**config.mk**
```make
export PLATFORM = sky130hd
export DESIGN_NAME = flag_unit
export DESIGN_NICKNAME = d
export VERILOG_FILES = /design/src/rtl/flag_unit.sv
export SDC_FILE = /design/constraint.sdc
export NUM_CORES = 1
export LEC_CHECK = 0
export CORE_UTILIZATION = 65
export DETAILED_ROUTE_END_ITERATION = 10
export DONT_BUFFER_PORTS = 1
export PLACE_DENSITY = 0.81
export SKIP_CTS_REPAIR_TIMING = 1
export SYNTH_ARGS = -nofsm -noshare
export SYNTH_HDL_FRONTEND = slang
export SYNTH_SLANG_ARGS = --single-unit
```
**constraint.sdc**
```tcl
create_clock -name clk -period 3.8 [get_ports clk]
set_input_delay 0.57 -clock clk [delete_from_list [all_inputs] [get_ports clk]]
set_output_delay 0.57 -clock clk [all_outputs]
set_load 0.01 [all_outputs]
```
**src/rtl/flag_unit.sv**
```systemverilog
// flag_unit: N/V/Z flag register and flag-hazard stall/bypass for the branch path.
// Ports: clk, rst (async, high); ex_* = EX-stage instruction, result and overflow;
//   id_branch/id_cond = branch in decode; F = {N,V,Z} to PC control;
//   flag_stall = hold front end; stall_count = saturating stall-cycle count.
// Optional macro FLAG_BYPASS_EN: forward next flags to F instead of stalling.
module flag_unit #(
  parameter int CNT_W = 16
) (
  input  logic             clk,
  input  logic             rst,
  input  logic             ex_valid,
  input  logic             ex_flush,
  input  logic             ex_hold,
  input  logic [3:0]       ex_opcode,
  input  logic [15:0]      ex_result,
  input  logic             ex_ovfl,
  input  logic             id_branch,
  input  logic [2:0]       id_cond,
  output logic [2:0]       F,
  output logic             flag_stall,
  output logic [CNT_W-1:0] stall_count
);

  localparam logic [3:0] OP_ADD = 4'b0000;
  localparam logic [3:0] OP_SUB = 4'b0001;
  localparam logic [3:0] OP_XOR = 4'b0010;
  localparam logic [3:0] OP_SLL = 4'b0100;
  localparam logic [3:0] OP_SRA = 4'b0101;
  localparam logic [3:0] OP_ROR = 4'b0110;

  localparam logic [CNT_W-1:0] CNT_ONE =
    {{(CNT_W-1){1'b0}}, 1'b1};

  logic [2:0]       flg_q, flg_d;
  logic [CNT_W-1:0] cnt_q, cnt_d;

  logic       wr_all, wr_z;
  logic       sx, need, hz, upd, res_z;
  logic [2:0] flg_nxt;

  always_comb begin
    wr_all = 1'b0;
    wr_z   = 1'b0;
    unique case (ex_opcode)
      OP_ADD, OP_SUB: wr_all = 1'b1;
      OP_XOR, OP_SLL,
      OP_SRA, OP_ROR: wr_z   = 1'b1;
      default: ;
    endcase
  end

  always_comb begin
    res_z = ~|ex_result;
    sx    = ex_valid & ~ex_flush & (wr_all | wr_z);
    need  = id_branch & (id_cond != 3'b111);
    hz    = sx & need;
    upd   = ex_valid & ~ex_flush & ~ex_hold;

    // Z-only ops keep N and V from the register.
    flg_nxt = flg_q;
    if (wr_all) begin
      flg_nxt = {ex_result[15], ex_ovfl, res_z};
    end else if (wr_z) begin
      flg_nxt[0] = res_z;
    end

    flg_d = upd ? flg_nxt : flg_q;
  end

`ifdef FLAG_BYPASS_EN
  always_comb begin
    flag_stall = 1'b0;
    F          = hz ? flg_nxt : flg_q;
  end
`else
  always_comb begin
    flag_stall = hz;
    F          = flg_q;
  end
`endif

  // Held cycles repeat the same stall, so they are not counted.
  always_comb begin
    cnt_d = cnt_q;
    if (flag_stall & ~ex_hold & ~&cnt_q) begin
      cnt_d = cnt_q + CNT_ONE;
    end
  end

  always_ff @(posedge clk or posedge rst) begin
    if (rst) begin
      flg_q <= 3'b000;
      cnt_q <= '0;
    end else begin
      flg_q <= flg_d;
      cnt_q <= cnt_d;
    end
  end

  assign stall_count = cnt_q;

endmodule

```
# [Yosys cells after proc, flatten, opt, wreduce, memory -nomap -nowiden]
# Index checks and enable logic that the tools add are counted.
# Widths: inputs -> output; s select.
[op_classes] add_sub_neg=1 eq_ne=6 muxes=4 n_bitwise=10 reduce_logical=10
[op_table] operator="$add 16x1->16 const B" n=1
[op_table] operator="$reduce_and 16->1" n=1
[op_table] operator="$reduce_or 16->1" n=1
[op_table] operator="$eq 4x3->1 const B" n=3
[op_table] operator="$and 1x1->1" n=7
[op_table] operator="$eq 4x1->1 const B" n=1
[op_table] operator="$eq 4x2->1 const B" n=1
[op_table] operator="$logic_not 4->1" n=1
[op_table] operator="$mux 1" n=4
[op_table] operator="$reduce_and 2->1" n=2
[op_table] operator="$reduce_or 4->1" n=1
[op_table] operator="$ne 3x3->1 const B" n=1
[op_table] operator="$logic_not 1->1" n=2
[op_table] operator="$not 1->1" n=2
[op_table] operator="$reduce_bool 2->1" n=1
[op_table] operator="$reduce_or 2->1" n=1
[op_table] operator="$or 1x1->1" n=1
[totals] regBits=19 inputBits=30 out_inout_bits=20 wordCells=34

# [Depth between registers and ports, before layout]
# Gate-level depths: netlist (run 1).
[logic_depth] depth_word=8 depth_mapped=6 ltp_nobuf=5

# [Worst setup path after synthesis (run 1)]
# OpenSTA, ideal clock, no wires.
[synth_path] path_kind="input port to output port" from="input id_branch" to="output flag_stall" arrival_ns=1.404 t_required_ns=3.230 path_slack_ns=1.826 stages=3 path_buffers=0 path_cell_list="a21boi_0 -> nand2_1 -> nor4b_1"
[synth_via] elab_chain_cells=2
[synth_lines] element="from (decl)" line="17" text="input logic id_branch,"
[synth_lines] element="$and 1x1->1" line="55" text="need = id_branch & (id_cond != 3'b111);"
[synth_lines] element="$and 1x1->1" line="56" text="hz = sx & need;"
[synth_lines] element="to (decl)" line="20" text="output logic flag_stall,"
# No other way between the ends.

# [Worst setup path after layout (run 1)]
# Ends and elaborated chain as after synthesis.

==> impl_metrics.prom, run 1 <==
# TYPE chip_impl_metric gauge
chip_impl_metric{name="maxClockFrequency",unit="MHz"} 480
chip_impl_metric{name="antenna_found_initial",unit=""} 0
chip_impl_metric{name="ys_warn_count",unit=""} 0
chip_impl_metric{name="clock_path_buffers",unit=""} 2
chip_impl_metric{name="synthArstFlopShare",unit="%"} 100
chip_impl_metric{name="initial_utilization",unit="%"} 74.1
chip_impl_metric{name="port-buffer-count",unit=""} 0
chip_impl_metric{name="critPathArrivalTime",unit="ns"} 1.51
chip_impl_metric{name="internal_power",unit="mW"} 0.273
chip_impl_metric{name="final.setup_skew",unit="ns"} 0.00314
chip_impl_metric{name="maxSlewViolCount",unit=""} 0
chip_impl_info{name="worst_setup_path_end_kind",value="primary output"} 1
chip_impl_info{name="list_of_cells_traversed_by_the_critical_path",value="a21boi_0 > nand2_1 > nor4b_1"} 1
chip_impl_metric{name="grt.total_usage",unit="%"} 24.0
chip_impl_metric{name="leakage",unit="nW"} 0.492
chip_impl_metric{name="chipWidth",unit="microns"} 41.5
chip_impl_info{name="timing.hold.worst.class",value="input pin to asynchronous set/reset pin"} 1
chip_impl_metric{name="syn-cell-area",unit="sq mm"} 0.00101
chip_impl_metric{name="power.density_cell_area",unit="mW/mm^2"} 358
chip_impl_info{name="netlist_top_cells_area",value="sky130_fd_sc_hd__dfrtp_1 47%, sky130_fd_sc_hd__xor2_1 12%, sky130_fd_sc_hd__mux2_2 4.4%, sky130_fd_sc_hd__nand4_1 3.7%, sky130_fd_sc_hd__nor3_1 3.5%"} 1
chip_impl_metric{name="area_delta_synth_final",unit="%"} 4.20
chip_impl_info{name="path_delay_family",value="simple AND/OR/NAND/NOR gates"} 1
chip_impl_metric{name="relSlewSlack",unit="%"} 54.6
chip_impl_metric{name="post_synth_num_cell_types",unit=""} 24
chip_impl_info{name="critical_path.slowest_cell",value="sky130_fd_sc_hd__nor4b_1"} 1
chip_impl_metric{name="final_report_hold_violation_count",unit=""} 0
chip_impl_metric{name="first_pass_grt_wire_length",unit="mm"} 3.22
chip_impl_metric{name="synthesis.instances",unit=""} 92
chip_impl_info{name="yosysTopAreaCell",value="sky130_fd_sc_hd__dfrtp_1"} 1
chip_impl_metric{name="synth_edf_count",unit=""} 0
chip_impl_metric{name="switchingPower",unit="mW"} 0.105
chip_impl_metric{name="cp.buffers_inverters",unit=""} 0
chip_impl_metric{name="detail_route.vias_per_cell",unit=""} 6.60
chip_impl_metric{name="max_slew.worst_pin.slew",unit="ns"} 0.680
chip_impl_metric{name="insertion_delay",unit="ns"} 0.30
chip_impl_metric{name="worst_slack",unit="ns"} 1.72
chip_impl_metric{name="detailroute.via_count",unit=""} 733
chip_impl_metric{name="place_hpwl",unit="mm"} 1.46
chip_impl_metric{name="drive_above_1_share",unit="%"} 15.6
chip_impl_metric{name="p_comb_share",unit="%"} 8.1
chip_impl_metric{name="min_period_over_period",unit="%"} 54.8
chip_impl_metric{name="postRouteWirelength",unit="mm"} 1.88
chip_impl_metric{name="worstPathRequired",unit="ns"} 3.23
chip_impl_metric{name="avgSynthCellArea",unit="sq um"} 11.0
chip_impl_info{name="run_status",value="finished clean"} 1
chip_impl_metric{name="vdd_ir_drop_max",unit="V"} 0.000281
chip_impl_metric{name="mappedNetlistNets",unit=""} 123
chip_impl_metric{name="path_clk_slew",unit="ns"} 0.11
chip_impl_metric{name="cts_buffers",unit=""} 3
chip_impl_metric{name="post_layout_nonfiller_instances",unit=""} 111
chip_impl_metric{name="route.antenna.remaining_nets",unit=""} 0
chip_impl_metric{name="worstPathMaxFanout",unit=""} 3
chip_impl_metric{name="core-area",unit="sq mm"} 0.00137
chip_impl_metric{name="max_cap_violations",unit=""} 0
chip_impl_metric{name="clock_sinks",unit=""} 19
chip_impl_metric{name="preCtsSetupSlack",unit="ns"} 1.72
chip_impl_metric{name="dp.cells",unit=""} 107
chip_impl_info{name="root_buffer",value="sky130_fd_sc_hd__clkbuf_4"} 1
chip_impl_info{name="tritoncts",value="done"} 1
chip_impl_metric{name="dr_wl_cell",unit="microns"} 16.9
chip_impl_metric{name="totalNegativeSetupSlack",unit="ns"} 0
chip_impl_metric{name="initialDrtViolationCount",unit=""} 14
chip_impl_info{name="most_common_library_cell_in_the_layout_ignoring_fill_and_taps",value="sky130_fd_sc_hd__dfrtp_1"} 1
chip_impl_metric{name="critPathMaxStageDelay",unit="ns"} 0.50
chip_impl_metric{name="timing.final.setup_violations",unit=""} 0
chip_impl_metric{name="firstDrtPassIters",unit=""} 4
chip_impl_metric{name="h-tree-depth",unit=""} 1
chip_impl_metric{name="fin_nets",unit=""} 128
chip_impl_metric{name="fp.dieArea",unit="sq mm"} 0.00172
chip_impl_metric{name="pwr-share-seq",unit="%"} 64.5
chip_impl_info{name="worstSetupPathType",value="input pin to primary output"} 1
chip_impl_metric{name="final.min_clock_period",unit="ns"} 2.08
chip_impl_metric{name="placement_rows",unit=""} 13
chip_impl_info{name="setup.worst_path.start_class",value="input pin"} 1
chip_impl_metric{name="place.gp.congestion",unit=""} 0.781
chip_impl_metric{name="power_switching_share",unit="%"} 27.8
chip_impl_metric{name="grt_start_max_net_pins",unit=""} 20
chip_impl_metric{name="clock_power_share",unit="%"} 27.3
chip_impl_metric{name="post-synth-top-area-fraction",unit="%"} 47.0
chip_impl_info{name="ys.flop_type",value="sky130_fd_sc_hd__dfrtp_1"} 1
chip_impl_metric{name="fillerInstances",unit=""} 107
chip_impl_metric{name="share_of_synthesized_area_occupied_by_flip_flops_and_latches",unit="%"} 47.0
chip_impl_info{name="rsz_0062_raised_after_global_routing",value="no"} 1
chip_impl_metric{name="io-pin-count",unit=""} 50
chip_impl_metric{name="drcViolationCount",unit=""} 0
chip_impl_metric{name="antenna_cells_inserted",unit=""} 0
chip_impl_metric{name="yosys_register_bits",unit=""} 19
chip_impl_info{name="final_cell_mix",value="19 x sky130_fd_sc_hd__dfrtp_1, 14 x sky130_fd_sc_hd__xor2_1, 9 x sky130_fd_sc_hd__nand2_1"} 1
chip_impl_metric{name="number_of_global_route_vias_before_repair",unit=""} 724
chip_impl_metric{name="grt-ovfl-total",unit=""} 0
chip_impl_metric{name="die_h",unit="microns"} 41.5
## cell type report
| type | instances | area (sq um) | share of cell area [%] |
|---|---|---|---|
| Sequential cell | 19 | 475 | 45.1 |
| Clock buffer | 3 | 22.5 | 2.14 |
| Clock inverter | 1 | 5.00 | 0.474 |
| Tap cell | 15 | 18.8 | 1.78 |
| Inverter | 1 | 3.75 | 0.356 |
| Timing Repair Buffer | 1 | 7.51 | 0.712 |
| Multi-Input combinational cell | 71 | 522 | 49.5 |
## worst paths after layout
path	from	to	slack, ns	depth (start not counted)
worst max register to register	stall_count[0]	stall_count[3]	1.99	6
min in group clk	ex_result[15]	F[2]	0.41	1
worst min register to register	stall_count[10]	stall_count[10]	0.55	1
worst min-delay path	rst	stall_count[3]	0.24	1
max in group asynchronous	rst	stall_count[14]	3.12	1
worst max-delay path	id_branch	flag_stall	1.72	3
## power groups by stage
| stage | sequential, mW | combinational (mW) | clock [mW] |
|---|---|---|---|
| after global placement | 0.247 | 0.0289 | 0 |
| final | 0.244 | 0.0308 | 0.103 |
| after global routing | 0.249 | 0.0351 | 0.112 |
| after CTS | 0.244 | 0.0318 | 0.106 |
| after floorplan | 0.243 | 0.0258 | 0 |
| after detailed placement | 0.248 | 0.0319 | 0 |
## registers in the layout (all words and copies together), names as in the netlist
signal,flops
stall_count,16
F,3
## worst reg2reg max path, delay by kind of cell (launching register included)
| family | cells | cell delay (ns) |
|---|---|---|
| buffers and inverters | 1 | 0.24 |
| flip-flops | 1 | 0.48 |
| adder cells (fa/ha/maj) | 1 | 0.24 |
| AND/OR/NAND/NOR | 3 | 0.59 |
| XOR/XNOR | 1 | 0.15 |
## synth_stat cells, types with 2 or more instances
cell type                 instances
sky130_fd_sc_hd__dfrtp_1         19
sky130_fd_sc_hd__nand4_1          6
sky130_fd_sc_hd__xor2_1          14
sky130_fd_sc_hd__nor2_1           3
sky130_fd_sc_hd__nand3_1          6
sky130_fd_sc_hd__nor4_1           5
sky130_fd_sc_hd__and4_1           2
sky130_fd_sc_hd__nor3_1           7
sky130_fd_sc_hd__nor3b_1          2
sky130_fd_sc_hd__mux2_2           4
sky130_fd_sc_hd__nor4_2           2
sky130_fd_sc_hd__nor4b_2          2
sky130_fd_sc_hd__nand2_1          9
## kinds of logic (layout without fill, tap and decap cells)
logic type                 after synthesis  in the layout  synth area share (%)
DFF                                     19             19                  47.0
adders and majority gates                1              1                  1.24
and+or+nand+nor                         49             49                  31.8
muxes                                    4              4                  4.45
xor gates and xnor gates                14             14                  12.1
buffers and inverters                    2              6                  1.48
AOI/OAI and AO/OA                        3              3                  1.98
## per-layer routing
layer / GRT usage, % / routed length [microns] / vias up
met4: 12.3 / 38 / 0
li1: - / - / 350
met5: 0 / 0 / -
met2: 38.8 / 928 / 35
met3: 6.96 / 128 / 5
met1: 28.9 / 781 / 343
## through the flow
stage	util, %	area (sq um)	power, mW	hold WS, ns
CTS	77.2	1050	0.382	0.267
global placement	75.2	1030	0.276	0.535
global route	77.2	1050	0.396	0.315
detailed placement	75.2	1030	0.280	0.540
floorplan	-	1010	0.269	0.510
finish	77.2	1050	0.378	0.243
Power figures use the tool's default switching activity.
==> run 2: changes to the inputs <==
- CORE_UTILIZATION: 65 -> 60
- PLACE_DENSITY: 0.81 -> 0.76
- clock period: 3.8 -> 2.1 ns (I/O delays scaled with it)
==> run 2 against run 1 <==
Against the previous run:
- sequential cell count unchanged
- critical path type is now register to register
- clock power up 77%
- setup slack worse by 1.4 ns
- global-route usage down 1.9 points
- power up 84%
==> impl_metrics.prom, run 2 (synthesis gave the netlist of run 1 again) <==
# TYPE chip_impl_metric gauge
chip_impl_metric{name="insertion_delay",unit="ns"} 0.30
chip_impl_metric{name="place.gp.congestion",unit=""} 0.715
chip_impl_metric{name="power_switching_share",unit="%"} 27.0
chip_impl_metric{name="max_cap_violations",unit=""} 0
chip_impl_info{name="most_common_library_cell_in_the_layout_ignoring_fill_and_taps",value="sky130_fd_sc_hd__dfrtp_1"} 1
chip_impl_metric{name="grt_start_max_net_pins",unit=""} 20
chip_impl_info{name="critical_path.slowest_cell",value="sky130_fd_sc_hd__dfrtp_1"} 1
chip_impl_metric{name="power.density_cell_area",unit="mW/mm^2"} 656
chip_impl_info{name="run_status",value="finished clean"} 1
chip_impl_metric{name="fp.dieArea",unit="sq mm"} 0.00186
chip_impl_metric{name="clock_power_share",unit="%"} 26.2
chip_impl_metric{name="postRouteWirelength",unit="mm"} 1.85
chip_impl_metric{name="detailroute.via_count",unit=""} 759
chip_impl_metric{name="antenna_found_initial",unit=""} 0
chip_impl_metric{name="switchingPower",unit="mW"} 0.188
chip_impl_metric{name="critPathArrivalTime",unit="ns"} 1.99
chip_impl_info{name="r2r_start",value="stall_count[1]"} 1
chip_impl_metric{name="regToRegSetupSlack",unit="ns"} 0.30
chip_impl_metric{name="routed-wl-met2",unit="microns"} 851
chip_impl_metric{name="drive_above_1_share",unit="%"} 15.5
chip_impl_metric{name="pwr-share-seq",unit="%"} 61.5
chip_impl_info{name="setup.worst_path.start_class",value="register"} 1
chip_impl_metric{name="relSlewSlack",unit="%"} 52.7
chip_impl_metric{name="max_slew.worst_pin.slew",unit="ns"} 0.709
chip_impl_metric{name="detail_route.vias_per_cell",unit=""} 6.72
chip_impl_metric{name="clock_path_buffers",unit=""} 2
chip_impl_metric{name="antenna_cells_inserted",unit=""} 0
chip_impl_metric{name="initialDrtViolationCount",unit=""} 12
chip_impl_metric{name="fillerInstances",unit=""} 116
chip_impl_metric{name="p_comb_share",unit="%"} 12.3
chip_impl_metric{name="grt-ovfl-total",unit=""} 0
chip_impl_metric{name="timing.final.setup_violations",unit=""} 0
chip_impl_metric{name="worstPathMaxFanout",unit=""} 11
chip_impl_metric{name="critPathMaxStageDelay",unit="ns"} 0.48
chip_impl_info{name="list_of_cells_traversed_by_the_critical_path",value="ha_1 > nand4_1 > nor4b_2 > buf_4 > nor2_1 > mux2_2"} 1
chip_impl_info{name="final_cell_mix",value="19 x sky130_fd_sc_hd__dfrtp_1, 14 x sky130_fd_sc_hd__xor2_1, 9 x sky130_fd_sc_hd__nand2_1"} 1
chip_impl_metric{name="final_report_hold_violation_count",unit=""} 0
chip_impl_metric{name="io-pin-count",unit=""} 50
chip_impl_metric{name="h-tree-depth",unit=""} 1
chip_impl_metric{name="drcViolationCount",unit=""} 0
chip_impl_metric{name="die_h",unit="microns"} 43.1
chip_impl_metric{name="maxClockFrequency",unit="MHz"} 557
chip_impl_metric{name="worstPathRequired",unit="ns"} 2.30
chip_impl_metric{name="reg2regPathDepth",unit=""} 6
chip_impl_metric{name="fin_nets",unit=""} 129
chip_impl_metric{name="port-buffer-count",unit=""} 0
chip_impl_metric{name="area_delta_synth_final",unit="%"} 4.94
chip_impl_metric{name="final.min_clock_period",unit="ns"} 1.80
chip_impl_metric{name="maxSlewViolCount",unit=""} 0
chip_impl_metric{name="first_pass_grt_wire_length",unit="mm"} 2.99
chip_impl_metric{name="initial_utilization",unit="%"} 65.7
chip_impl_metric{name="firstDrtPassIters",unit=""} 4
chip_impl_metric{name="m1WireLength",unit="microns"} 797
chip_impl_metric{name="number_of_global_route_vias_before_repair",unit=""} 668
chip_impl_metric{name="timing.hold.ws",unit="ns"} 0.00471
chip_impl_info{name="highest_layer",value="met4"} 1
chip_impl_metric{name="chipWidth",unit="microns"} 43.1
chip_impl_metric{name="min_period_over_period",unit="%"} 85.5
chip_impl_metric{name="totalNegativeSetupSlack",unit="ns"} 0
chip_impl_metric{name="vdd_ir_drop_max",unit="V"} 0.000484
chip_impl_info{name="worstSetupPathType",value="register to register"} 1
chip_impl_metric{name="largest_reg_flops",unit=""} 16
chip_impl_metric{name="met3_length",unit="microns"} 141
chip_impl_info{name="tritoncts",value="done"} 1
chip_impl_metric{name="internal_power",unit="mW"} 0.509
chip_impl_metric{name="cts_buffers",unit=""} 3
chip_impl_metric{name="dr_wl_cell",unit="microns"} 16.4
chip_impl_metric{name="final.setup_skew",unit="ns"} 0.00535
chip_impl_metric{name="core-area",unit="sq mm"} 0.00154
chip_impl_info{name="root_buffer",value="sky130_fd_sc_hd__clkbuf_4"} 1
chip_impl_metric{name="place_hpwl",unit="mm"} 1.42
chip_impl_metric{name="path_clk_slew",unit="ns"} 0.10
chip_impl_info{name="critical_path.reg2reg.endpoint",value="stall_count[1]"} 1
chip_impl_info{name="timing.hold.worst.class",value="input pin to asynchronous set/reset pin"} 1
chip_impl_metric{name="grt.total_usage",unit="%"} 22.1
chip_impl_metric{name="clock_sinks",unit=""} 19
chip_impl_metric{name="route.antenna.remaining_nets",unit=""} 0
chip_impl_metric{name="leakage",unit="nW"} 0.494
chip_impl_info{name="rsz_0062_raised_after_global_routing",value="no"} 1
chip_impl_info{name="worst_setup_path_end_kind",value="register"} 1
chip_impl_metric{name="placement_rows",unit=""} 14
run 2: cell types whose count changed in the layout (fill, tap and decap cells not counted):
cell | before | now
sky130_fd_sc_hd__clkinv_2 | 1 | 0
sky130_fd_sc_hd__buf_4 | 1 | 2
sky130_fd_sc_hd__clkbuf_1 | 0 | 1
run 2: stage by stage:
| step | cells | util, % | setup slack [ns] | power [mW] | area [sq um] |
|---|---|---|---|---|---|
| finish | 113 | 68.9 | 0.304 | 0.697 | 1060 |
| global route | 113 | 68.9 | 0.227 | 0.722 | 1060 |
| CTS | 113 | 68.9 | 0.303 | 0.703 | 1060 |
| detailed placement | 109 | 67.2 | 0.318 | 0.523 | 1040 |
| global placement | 109 | 67.2 | 0.370 | 0.515 | 1040 |
| floorplan | 92 | - | 0.488 | 0.487 | 1010 |
run 2: worst max-delay path by stage:
stage	start	end	slack (ns)	depth (start not counted)
2_1_floorplan	stall_count[0]	stall_count[12]	0.49	5
3_3_place_gp	stall_count[1]	stall_count[1]	0.37	6
3_5_place_dp	stall_count[1]	stall_count[1]	0.32	6
4_1_cts	stall_count[1]	stall_count[1]	0.30	6
5_1_grt	stall_count[1]	stall_count[1]	0.23	6
6_report	stall_count[1]	stall_count[1]	0.30	6
run 2: worst max-delay path: cells and delay by family (launching register included):
family                     cells  cell delay [ns]
adders and majority gates      1             0.22
buffers and inverters          1             0.22
DFF                            1             0.48
muxes                          1             0.27
and+or+nand+nor                3             0.51
run 2: layer usage:
| metal | track usage (%) | vias to the layer above |
|---|---|---|
| met1 | 27.5 | 358 |
| met4 | 14.5 | 0 |
| li1 | - | 354 |
| met5 | 0 | - |
| met2 | 33.6 | 40 |
| met3 | 5.96 | 7 |
run 2: final cells by class:
type | count | area [sq um] | area share (%)
Timing Repair Buffer | 2 | 15.0 | 1.41
Sequential cell | 19 | 475 | 44.8
Multi-Input combinational cell | 71 | 522 | 49.1
Clock buffer | 4 | 26.3 | 2.47
Tap cell | 16 | 20.0 | 1.88
Inverter | 1 | 3.75 | 0.353
run 2: power by group through the flow:
| stage | clock, mW | combinational, mW | sequential [mW] |
|---|---|---|---|
| global route | 0.191 | 0.0977 | 0.433 |
| CTS | 0.187 | 0.0877 | 0.429 |
| global placement | 0 | 0.0814 | 0.434 |
| finish | 0.182 | 0.0860 | 0.428 |
| detailed placement | 0 | 0.0874 | 0.436 |
| floorplan | 0 | 0.0467 | 0.441 |
==> run 3: changes to the inputs <==
- CORE_UTILIZATION: 60 -> 64
- CTS_BUF_LIST: not set -> sky130_fd_sc_hd__clkbuf_4
- PLACE_DENSITY: 0.76 -> 0.8
==> run 3 against run 2 <==
Against the previous run:
- clock skew is 0.0016 ns lower
- worst hold slack better by 0.011 ns
- cell count decreased by 0.88%
- largest cell class unchanged
==> impl_metrics.prom, run 3 (synthesis gave the netlist of run 1 again) <==
# TYPE chip_impl_metric gauge
chip_impl_metric{name="insertion_delay",unit="ns"} 0.29
chip_impl_metric{name="final_report_hold_violation_count",unit=""} 0
chip_impl_info{name="list_of_cells_traversed_by_the_critical_path",value="ha_1 > nand4_1 > nor4b_2 > buf_4 > nor3_1 > xor2_1"} 1
chip_impl_metric{name="die_h",unit="microns"} 41.8
chip_impl_info{name="timing.hold.worst.class",value="input pin to asynchronous set/reset pin"} 1
chip_impl_metric{name="worstPathRequired",unit="ns"} 2.27
chip_impl_metric{name="critPathMaxStageDelay",unit="ns"} 0.47
chip_impl_metric{name="max_slew.worst_pin.slew",unit="ns"} 0.711
chip_impl_metric{name="detailroute.via_count",unit=""} 771
chip_impl_info{name="worst_setup_path_end_kind",value="register"} 1
chip_impl_metric{name="final_area",unit="sq mm"} 0.00106
chip_impl_metric{name="io-pin-count",unit=""} 50
chip_impl_info{name="tritoncts",value="done"} 1
chip_impl_metric{name="clock_sinks",unit=""} 19
chip_impl_metric{name="worst_slack",unit="ns"} 0.267
chip_impl_metric{name="placement_rows",unit=""} 13
chip_impl_metric{name="place.gp.congestion",unit=""} 0.781
chip_impl_metric{name="core-area",unit="sq mm"} 0.00138
chip_impl_metric{name="min_period_over_period",unit="%"} 87.3
chip_impl_metric{name="grt_start_max_net_pins",unit=""} 20
chip_impl_info{name="run_status",value="finished clean"} 1
chip_impl_metric{name="power.density_cell_area",unit="mW/mm^2"} 645
chip_impl_info{name="grt_most_used_layer",value="met2"} 1
chip_impl_metric{name="final.setup_skew",unit="ns"} 0.00379
chip_impl_metric{name="maxClockFrequency",unit="MHz"} 546
chip_impl_metric{name="dr_wl_cell",unit="microns"} 17.3
chip_impl_metric{name="critPathArrivalTime",unit="ns"} 2.01
chip_impl_metric{name="grt-ovfl-total",unit=""} 0
chip_impl_metric{name="maxSlewViolCount",unit=""} 0
chip_impl_metric{name="grt.total_usage",unit="%"} 25.9
chip_impl_info{name="most_common_library_cell_in_the_layout_ignoring_fill_and_taps",value="sky130_fd_sc_hd__dfrtp_1"} 1
chip_impl_info{name="critical_path.slowest_cell",value="sky130_fd_sc_hd__dfrtp_1"} 1
chip_impl_info{name="root_buffer",value="sky130_fd_sc_hd__clkbuf_4"} 1
chip_impl_info{name="rsz_0062_raised_after_global_routing",value="no"} 1
chip_impl_metric{name="drive_above_1_share",unit="%"} 16.5
chip_impl_metric{name="worstPathMaxFanout",unit=""} 5
chip_impl_metric{name="port-buffer-count",unit=""} 0
chip_impl_metric{name="cp.buffers_inverters",unit=""} 1
chip_impl_metric{name="timing.hold.ws",unit="ns"} 0.0154
chip_impl_metric{name="initialDrtViolationCount",unit=""} 12
chip_impl_metric{name="largest_reg_flops",unit=""} 16
chip_impl_metric{name="firstDrtPassIters",unit=""} 4
chip_impl_metric{name="placement.cell_area",unit="sq mm"} 0.00103
chip_impl_metric{name="place_hpwl",unit="mm"} 1.50
chip_impl_metric{name="detail_route.vias_per_cell",unit=""} 6.88
chip_impl_metric{name="fin_nets",unit=""} 129
chip_impl_metric{name="drcViolationCount",unit=""} 0
chip_impl_metric{name="fp.dieArea",unit="sq mm"} 0.00174
chip_impl_metric{name="met3_usage",unit="%"} 4.78
chip_impl_metric{name="totalNegativeSetupSlack",unit="ns"} 0
chip_impl_metric{name="first_pass_grt_wire_length",unit="mm"} 3.53
chip_impl_metric{name="use_met1",unit="%"} 31.8
chip_impl_metric{name="clock_path_buffers",unit=""} 2
chip_impl_info{name="setup.worst_path.start_class",value="register"} 1
chip_impl_metric{name="route.antenna.remaining_nets",unit=""} 0
chip_impl_metric{name="initial_utilization",unit="%"} 73.2
chip_impl_metric{name="number_of_global_route_vias_before_repair",unit=""} 844
chip_impl_metric{name="antenna_cells_inserted",unit=""} 0
chip_impl_metric{name="global_route.usage.met2",unit="%"} 44.4
chip_impl_metric{name="p_total",unit="mW"} 0.687
chip_impl_metric{name="area_delta_synth_final",unit="%"} 5.19
chip_impl_metric{name="h-tree-depth",unit=""} 1
chip_impl_metric{name="timing.final.setup_violations",unit=""} 0
chip_impl_metric{name="relSlewSlack",unit="%"} 52.5
chip_impl_metric{name="max_cap_violations",unit=""} 0
chip_impl_metric{name="chipWidth",unit="microns"} 41.8
chip_impl_metric{name="cts_buffers",unit=""} 3
chip_impl_info{name="path_delay_family",value="simple AND/OR/NAND/NOR gates"} 1
chip_impl_metric{name="vdd_ir_drop_max",unit="V"} 0.000582
chip_impl_info{name="final_cell_mix",value="19 x sky130_fd_sc_hd__dfrtp_1, 14 x sky130_fd_sc_hd__xor2_1, 9 x sky130_fd_sc_hd__nand2_1"} 1
chip_impl_metric{name="leakage",unit="nW"} 0.498
chip_impl_metric{name="antenna_found_initial",unit=""} 0
chip_impl_metric{name="preCtsSetupSlack",unit="ns"} 0.286
chip_impl_metric{name="final.min_clock_period",unit="ns"} 1.83
chip_impl_metric{name="path_clk_slew",unit="ns"} 0.10
chip_impl_metric{name="postRouteWirelength",unit="mm"} 1.94
chip_impl_info{name="worstSetupPathType",value="register to register"} 1
## run 3: cell types whose count changed in the layout (fill, tap and decap cells not counted)
cell | before | now
sky130_fd_sc_hd__clkbuf_1 | 1 | 0
sky130_fd_sc_hd__clkbuf_4 | 3 | 4
## run 3: through the flow
stage          util, %  std cells
2_1_floorplan        -         92
3_3_place_gp      74.8        108
3_5_place_dp      74.8        108
4_1_cts           77.0        112
5_1_grt           77.0        112
6_report          77.0        112
## run 3: final cells by class
class | count | area (sq um)
sequential | 19 | 475
tap | 15 | 18.8
timing repair buffer | 2 | 15.0
multi-input combinational | 71 | 522
clock buffer | 4 | 30.0
inverter | 1 | 3.75
fill | 109 | 318
## run 3: final timing paths
| path | endpoint | startpoint | slack [ns] | cells past startpoint |
|---|---|---|---|---|
| max | stall_count[9] | stall_count[0] | 0.27 | 6 |
| min | stall_count[11] | rst | 0.02 | 1 |
| max reg2reg | stall_count[9] | stall_count[0] | 0.27 | 6 |
| min reg2reg | stall_count[10] | stall_count[10] | 0.55 | 1 |
| max in group asynchronous | stall_count[0] | rst | 1.64 | 1 |
| min in group clk | F[2] | ex_result[15] | 0.17 | 1 |
## run 3: worst register-to-register path, stage by stage (launching register included)
cell and delay [ns]:
sky130_fd_sc_hd__dfrtp_1 0.47, sky130_fd_sc_hd__ha_1 0.23, sky130_fd_sc_hd__nand4_1 0.16, sky130_fd_sc_hd__nor4b_2 0.42
sky130_fd_sc_hd__buf_4 0.22, sky130_fd_sc_hd__nor3_1 0.07, sky130_fd_sc_hd__xor2_1 0.15
## run 3: report_power, final
group	internal, mW	switching (mW)	total (mW)
Clock	0.0868	0.103	0.190
Sequential	0.393	0.0474	0.441
Combinational	0.0300	0.0267	0.0567
## run 3: metal layers
metal / part of all wire, % / up-vias
li1: - / 354
met1: 41 / 373
met2: 52 / 39
met3: 6.0 / 5
met4: 1.3 / 0
met5: 0 / -
